**src/rtl/game_pkg.sv**
```systemverilog
// Shared types for the falling-block game flow: board command codes, sequencer
// states and the pending-action bundle.
package game_pkg;

    localparam int ROWS_DEF = 20;
    localparam int COLS_DEF = 10;

    typedef enum logic [3:0] {
        CMD_NONE  = 4'd0,
        CMD_WIPE  = 4'd1,
        CMD_SPAWN = 4'd2,
        CMD_LEFT  = 4'd3,
        CMD_RIGHT = 4'd4,
        CMD_ROT_L = 4'd5,
        CMD_ROT_R = 4'd6,
        CMD_FALL  = 4'd7,
        CMD_HOLD  = 4'd8,
        CMD_PLACE = 4'd9,
        CMD_CLEAR = 4'd10
    } cmd_e;

    typedef enum logic [3:0] {
        S_WIPE,
        S_LOGO,
        S_LOAD,
        S_IDLE,
        S_ACT,
        S_PLACE,
        S_SCAN,
        S_CLEAR,
        S_END
    } state_e;

    // One bit per queued action, listed in service priority order
    typedef struct packed {
        logic hold;
        logic rot_r;
        logic rot_l;
        logic left;
        logic right;
        logic fall;
    } pend_t;

    function automatic logic [2:0] sat_inc3(input logic [2:0] v);
        return (v == 3'd7) ? v : v + 3'd1;
    endfunction

endpackage

```
**src/rtl/game_flow_sequencer_tick_divider.sv**
```systemverilog
// Frame-tick divider: counts enabled ticks, pulses expire on the tick that reaches period-1.
// expire is combinational in the same cycle as that tick; clear has priority over counting.
module tick_divider #(
    parameter int W = 5
) (
    input  logic         Clk,
    input  logic         RESET,
    input  logic         tick,
    input  logic         enable,
    input  logic         clear,
    input  logic [W-1:0] period,
    output logic         expire
);

    logic [W-1:0] count;

    assign expire = tick && enable && (count >= period - W'(1));

    always_ff @(posedge Clk) begin
        if (RESET || clear) begin
            count <= '0;
        end else if (tick && enable) begin
            count <= expire ? '0 : count + W'(1);
        end
    end

endmodule

```
**src/rtl/game_flow_sequencer.sv**
```systemverilog
// Game-flow sequencer: one board command at a time over cmd_valid/board_done, piece lifecycle.
// Commands issue one cycle after the deciding event; cmd_valid drops for at least one cycle between commands.
module game_flow_sequencer
    import game_pkg::*;
#(
    parameter int ROWS            = ROWS_DEF,
    parameter int GRAVITY_TICKS   = 30,
    parameter int SOFT_DROP_TICKS = 2,
    parameter int LOCK_TICKS      = 15,
    parameter int HOLD_EN         = 1,
    parameter int LINE_W          = 16
) (
    input  logic                    Clk,
    input  logic                    RESET,
    input  logic                    start,
    input  logic                    tick,
    input  logic                    key_left,
    input  logic                    key_right,
    input  logic                    key_rot_l,
    input  logic                    key_rot_r,
    input  logic                    key_hold,
    input  logic                    soft_drop,
    input  logic                    board_done,
    input  logic                    board_ok,
    input  logic                    row_full,
    output cmd_e                    cmd,
    output logic                    cmd_valid,
    output logic [$clog2(ROWS)-1:0] scan_row,
    output logic [LINE_W-1:0]       lines_cleared,
    output logic [2:0]              lock_lines,
    output logic                    lock_strobe,
    output logic                    game_over
);

    localparam int ROW_W = $clog2(ROWS);
    localparam int GMAX  = (GRAVITY_TICKS > SOFT_DROP_TICKS) ? GRAVITY_TICKS : SOFT_DROP_TICKS;
    localparam int CMAX  = (GMAX > LOCK_TICKS) ? GMAX : LOCK_TICKS;
    localparam int CNT_W = $clog2(CMAX + 1);

    state_e state;
    pend_t  pend;
    pend_t  pend_nxt;
    pend_t  key_in;
    pend_t  svc;
    cmd_e   sel_cmd;
    logic   grounded;
    logic   hold_used;
    logic   keys_open;
    logic   spawn_ok;
    logic   lock_clr;
    logic   grav_exp;
    logic   lock_exp;
    logic [CNT_W-1:0] grav_period;

    assign keys_open   = !(state inside {S_WIPE, S_LOGO, S_END});
    assign spawn_ok    = (state == S_LOAD) && board_done && board_ok;
    assign grav_period = soft_drop ? CNT_W'(SOFT_DROP_TICKS) : CNT_W'(GRAVITY_TICKS);

    // Lock delay restarts whenever a successful move or hold lifts the piece off the stack
    assign lock_clr = spawn_ok
                   || ((state == S_ACT) && board_done && board_ok
                       && (cmd inside {CMD_LEFT, CMD_RIGHT, CMD_ROT_L, CMD_ROT_R, CMD_HOLD}));

    tick_divider #(.W(CNT_W)) u_gravity (
        .Clk    (Clk),
        .RESET  (RESET),
        .tick   (tick),
        .enable (state == S_IDLE),
        .clear  (spawn_ok),
        .period (grav_period),
        .expire (grav_exp)
    );

    tick_divider #(.W(CNT_W)) u_lock (
        .Clk    (Clk),
        .RESET  (RESET),
        .tick   (tick),
        .enable ((state == S_IDLE) && grounded),
        .clear  (lock_clr),
        .period (CNT_W'(LOCK_TICKS)),
        .expire (lock_exp)
    );

    always_comb begin
        key_in       = '0;
        key_in.hold  = key_hold && (HOLD_EN != 0);
        key_in.rot_r = key_rot_r;
        key_in.rot_l = key_rot_l;
        key_in.left  = key_left;
        key_in.right = key_right;
    end

    // A pending hold is always consumed; it only becomes a command when still allowed
    always_comb begin
        sel_cmd = CMD_NONE;
        svc     = '0;
        svc.hold = pend.hold;
        if (pend.hold && (HOLD_EN != 0) && !hold_used) begin
            sel_cmd = CMD_HOLD;
        end else if (pend.rot_r) begin
            sel_cmd   = CMD_ROT_R;
            svc.rot_r = 1'b1;
        end else if (pend.rot_l) begin
            sel_cmd   = CMD_ROT_L;
            svc.rot_l = 1'b1;
        end else if (pend.left) begin
            sel_cmd  = CMD_LEFT;
            svc.left = 1'b1;
        end else if (pend.right) begin
            sel_cmd   = CMD_RIGHT;
            svc.right = 1'b1;
        end else if (pend.fall) begin
            sel_cmd  = CMD_FALL;
            svc.fall = 1'b1;
        end
    end

    always_comb begin
        pend_nxt = pend;
        if (state == S_IDLE) begin
            if (lock_exp) begin
                pend_nxt.fall = 1'b0;
            end else begin
                pend_nxt = pend_t'(pend & ~svc);
                if (grav_exp) pend_nxt.fall = 1'b1;
            end
        end
        if (keys_open) pend_nxt = pend_t'(pend_nxt | key_in);
        if ((state == S_LOAD) && board_done && !board_ok) pend_nxt = '0;
    end

    always_ff @(posedge Clk) begin
        if (RESET) begin
            state         <= S_WIPE;
            pend          <= '0;
            grounded      <= 1'b0;
            hold_used     <= 1'b0;
            lines_cleared <= '0;
            scan_row      <= '0;
            lock_lines    <= '0;
            cmd           <= CMD_WIPE;
            cmd_valid     <= 1'b0;
            lock_strobe   <= 1'b0;
            game_over     <= 1'b0;
        end else begin
            pend        <= pend_nxt;
            lock_strobe <= 1'b0;
            case (state)
                S_WIPE: begin
                    if (!cmd_valid) begin
                        cmd       <= CMD_WIPE;
                        cmd_valid <= 1'b1;
                    end else if (board_done) begin
                        cmd_valid <= 1'b0;
                        state     <= S_LOGO;
                    end
                end
                S_LOGO: begin
                    if (start) begin
                        cmd       <= CMD_SPAWN;
                        cmd_valid <= 1'b1;
                        state     <= S_LOAD;
                    end
                end
                S_LOAD: begin
                    if (board_done) begin
                        cmd_valid <= 1'b0;
                        if (board_ok) begin
                            state <= S_IDLE;
                        end else begin
                            state     <= S_END;
                            game_over <= 1'b1;
                        end
                    end
                end
                S_IDLE: begin
                    if (lock_exp) begin
                        cmd       <= CMD_PLACE;
                        cmd_valid <= 1'b1;
                        state     <= S_PLACE;
                    end else if (sel_cmd != CMD_NONE) begin
                        cmd       <= sel_cmd;
                        cmd_valid <= 1'b1;
                        state     <= S_ACT;
                    end
                end
                S_ACT: begin
                    if (board_done) begin
                        cmd_valid <= 1'b0;
                        state     <= S_IDLE;
                        case (cmd)
                            CMD_FALL: begin
                                if (!board_ok) grounded <= 1'b1;
                            end
                            CMD_LEFT, CMD_RIGHT, CMD_ROT_L, CMD_ROT_R: begin
                                if (board_ok) grounded <= 1'b0;
                            end
                            CMD_HOLD: begin
                                if (board_ok) begin
                                    hold_used <= 1'b1;
                                    grounded  <= 1'b0;
                                end
                            end
                            default: ;
                        endcase
                    end
                end
                S_PLACE: begin
                    if (board_done) begin
                        cmd_valid  <= 1'b0;
                        scan_row   <= ROW_W'(ROWS - 1);
                        lock_lines <= '0;
                        state      <= S_SCAN;
                    end
                end
                S_SCAN: begin
                    if (row_full) begin
                        cmd       <= CMD_CLEAR;
                        cmd_valid <= 1'b1;
                        state     <= S_CLEAR;
                    end else if (scan_row == '0) begin
                        lock_strobe <= 1'b1;
                        hold_used   <= 1'b0;
                        grounded    <= 1'b0;
                        cmd         <= CMD_SPAWN;
                        cmd_valid   <= 1'b1;
                        state       <= S_LOAD;
                    end else begin
                        scan_row <= scan_row - ROW_W'(1);
                    end
                end
                S_CLEAR: begin
                    // Rows above drop into the cleared one, so the same row is rescanned
                    if (board_done) begin
                        cmd_valid  <= 1'b0;
                        lock_lines <= sat_inc3(lock_lines);
                        if (lines_cleared != {LINE_W{1'b1}}) begin
                            lines_cleared <= lines_cleared + LINE_W'(1);
                        end
                        state <= S_SCAN;
                    end
                end
                S_END: begin
                    if (start) begin
                        game_over <= 1'b0;
                        cmd       <= CMD_WIPE;
                        state     <= S_WIPE;
                    end
                end
                default: state <= S_WIPE;
            endcase
        end
    end

endmodule

```
**config.mk**
```make
export PLATFORM = sky130hd
export DESIGN_NAME = game_flow_sequencer
export DESIGN_NICKNAME = d
export VERILOG_FILES = /design/src/rtl/game_pkg.sv /design/src/rtl/game_flow_sequencer_tick_divider.sv /design/src/rtl/game_flow_sequencer.sv
export SDC_FILE = /design/constraint.sdc
export NUM_CORES = 1
export LEC_CHECK = 0
export CAP_MARGIN = 20
export CORE_ASPECT_RATIO = 1.75
export CORE_MARGIN = 2
export CORE_UTILIZATION = 55
export DETAILED_ROUTE_END_ITERATION = 10
export GPL_TIMING_DRIVEN = 0
export PLACE_DENSITY = 0.9
export SLEW_MARGIN = 10
export SYNTH_ARGS = -nofsm -noshare
export SYNTH_HDL_FRONTEND = slang
export SYNTH_SLANG_ARGS = --single-unit
```
**constraint.sdc**
```tcl
create_clock -name Clk -period 6.1 [get_ports Clk]
set_input_delay 0.61 -clock Clk [delete_from_list [all_inputs] [get_ports Clk]]
set_output_delay 0.61 -clock Clk [all_outputs]
set_load 0.05 [all_outputs]
```
==> impl_metrics.csv <==
group,metric,value,unit
clock_tree,clock_latency,0.30,ns
place,gp_congestion,0.9538,
routing,first_pass_iters,5,
yosys,synth-simple-area-share,27.28,%
place,dp_cells,488,
sta,fin_skew,0.006427,ns
sta,slew_viol_final,0,
worst_setup_path,cp-end-kind,"register",
yosys,yosys_most_used_dff,"dfxtp_1",
yosys,synth_common_cells,"dfxtp_1, nor2_1, nand2_1, a21oi_1, o21ai_0",
place,dp_hpwl,5933,um
routing,drc,0,
worst_setup_path,critPathMaxFanout,10,
sta,worst_pin_slew,0.9836,ns
floorplanning,die_y,102.3,um
routing,routed_wl,7741,um
sta,rsz0062_at_grt,"false",
sta,setup_viol_count_final,0,
floorplanning,die-area,6155,um^2
cells_and_area,layout.nets,447,
clock_tree,cts_tree,"done",
power_and_ir_drop,pwr_density_cell,236.3,nW/um^2
yosys,synth_area_leader_cell,"dfxtp_1",
clock_tree,cts_setup_buffers,0,
sta,fin_crit,2.723,ns
sta,min_period_over_period,44.63,%
floorplanning,core_area,5299,um^2
cells_and_area,area_growth,20.02,%
cells_and_area,layout-drive-gt1-share,5.213,%
routing,via_per_inst,6.141,
power_and_ir_drop,ir_drop,0.0001649,V
yosys,yosysMostFrequentCell,"dfxtp_1",
power_and_ir_drop,leakage,1.315,nW
worst_setup_path,worst_ep_required_time,6.30,ns
cells_and_area,stdcell_count,496,
yosys,synth_compound_area_share,21.22,%
cells_and_area,diodes,0,
clock_tree,clk_path_buf_depth,2,
routing,vias,3046,
yosys,synth_edf_count,0,
yosys,syn_area,3037,um^2
clock_tree,numCtsBuffers,5,
yosys,synth_top_family_by_area,"simple AND/OR/NAND/NOR gates",
yosys,ys_async_sr_fraction,0,%
yosys,synth.distinct_cells,62,
yosys,synthMuxAreaShare,2.390,%
yosys,synth_xor_area_share,4.903,%
job,maxCapViolCount,0,
routing,dr.first_iter.drc_count,138,
clock_tree,cts_resized,0,
sta,timing.fmax,0.3673,GHz
sta,finalHoldViolCount,0,
yosys,syn_area_per_cell,8.163,um^2
status,outcome,"finished clean",
clock_tree,clkTransAtPathRegs,0.09,ns
worst_hold_path,hold_class,"reg -> reg",
clock_tree,clock-root-buffer,"clkbuf_8",
floorplanning,num_rows,35,
yosys,post-synth-top-area-fraction,34.94,%
worst_setup_path,critPathKind,"reg -> reg",
routing,ant_nets,0,
grt,grt_pass1_vias,2878,
yosys,yosysSeqAreaShare,34.94,%
worst_setup_path,start_kind,"register",
grt,antenna_found_initial,0,
clock_tree,clock_sinks,53,
sta,holdWs,0.4613,ns
grt,track_usage,26.10,%
grt,grt_pass1_wl,12460,um
yosys,ys_warn_count,0,
yosys,synth_fp_nets,397,
place,port_buffers,42,
clock_tree,hold_buffers,0,
floorplanning,ioPinCount,44,
clock_tree,htreeDepth,2,
grt,grt_overflow,0,
yosys,synth_fa_ha_area_share,4.944,%
sta,tns,0,ns
grt,grt_max_degree,16,
worst_setup_path,crit_arrival,2.92,ns
yosys,synthTopCellsByArea,"dfxtp_1, nor2_1, ha_1",
floorplanning,die_x,60.17,um
floorplanning,initial_core_util,57.31,%
yosys,syn_inst,372,
yosys,yosys_register_bits,53,
routing,wl_per_cell,15.61,um
sta,maxSlewHeadroom,33.53,%
-- logic make-up (layout without fill, tap and decap cells) --
logic type / count (synthesis) / count (layout)
flops: 53 / 53
xor+xnor: 17 / 17
buf+inv: 33 / 83
mux: 7 / 7
fa+ha+maj: 12 / 12
compound gates: 95 / 95
simple gates: 155 / 155
-- cell type report --
type                    count  area (um^2)
multi-input cells         286         1844
fillers                   416         1654
flip-flops and latches     53         1061
repair buffers             43        425.4
well taps                  74        92.59
clock buffers               6        82.58
plain buffers              19        78.83
inverters                  14        52.55
clock inverters             1        7.507
-- layer usage --
layer  GRT usage, %  part of all wire (%)  vias up
met5              0                     0        -
met2          47.49                    54      131
met3          3.671                   4.7       34
met1          26.76                    37     1422
met4          16.24                   5.0        0
li1               -                     -     1459
-- critical path: stages (launching register included) --
cell and delay, ns:
dfxtp_1 0.49, ha_1 0.20, clkbuf_1 0.34, nand3_1 0.21, nor4_2 0.52, a21boi_1 0.32
and4_1 0.29, mux2_2 0.26
-- flip-flops by register name (all words and copies together) (netlist names) --
signal           count
cmd                  4
cmd_valid            1
game_over            1
grounded             1
hold_used            1
lines_cleared       16
lock_lines           3
lock_strobe          1
pend                 6
scan_row             5
state                4
u_gravity.count      5
u_lock.count         5
-- where the power goes --
group          switching, mW  internal (mW)
clock                  0.111         0.0900
sequential            0.0268          0.367
combinational          0.162          0.104
-- final timing paths --
check	slack (ns)	from	depth (start not counted)	to
setup reg to reg	3.38	lines_cleared[0]	7	lines_cleared[4]
hold reg to reg	0.46	game_over	2	game_over
setup / recovery	3.38	lines_cleared[0]	7	lines_cleared[4]
hold / removal	0.46	game_over	2	game_over
-- cells in the final DEF (no fill, tap or decap), types with 3 or more instances in the layout --
cell type	Yosys	routed
a211oi_1	7	7
nand4_1	5	5
and2_1	3	3
xnor2_1	10	10
dfxtp_1	53	53
inv_1	14	14
nor3_1	11	11
and3_1	4	4
nor3b_1	3	3
o21bai_1	3	3
nand3_1	11	11
nand2b_1	9	9
o31ai_1	3	3
a21o_1	3	3
o21ai_0	17	17
and4_1	3	3
clkbuf_8	0	6
nor4_1	5	5
nor4b_1	4	4
mux2i_1	5	5
buf_2	3	3
a21oi_1	26	26
clkdlybuf4s50_1	0	42
ha_1	12	12
or3_1	3	3
nand2_1	34	34
a41oi_1	5	5
nor2_1	41	41
a311oi_1	4	4
clkbuf_1	14	14
xor2_1	7	7
a22oi_1	4	4
nor2b_1	4	4
-- stage by stage --
step	util, %	instance area, um^2	setup WS [ns]	total power, mW
final	68.78	3645	3.377	0.8614
after global routing	68.78	3645	3.198	0.9006
after CTS	68.69	3640	3.423	0.8584
after detailed placement	66.99	3550	3.392	0.6617
after global placement	66.99	3550	3.403	0.6560
after floorplan	-	3037	3.463	0.5873
No activity file was read; power rests on OpenSTA's default activity.
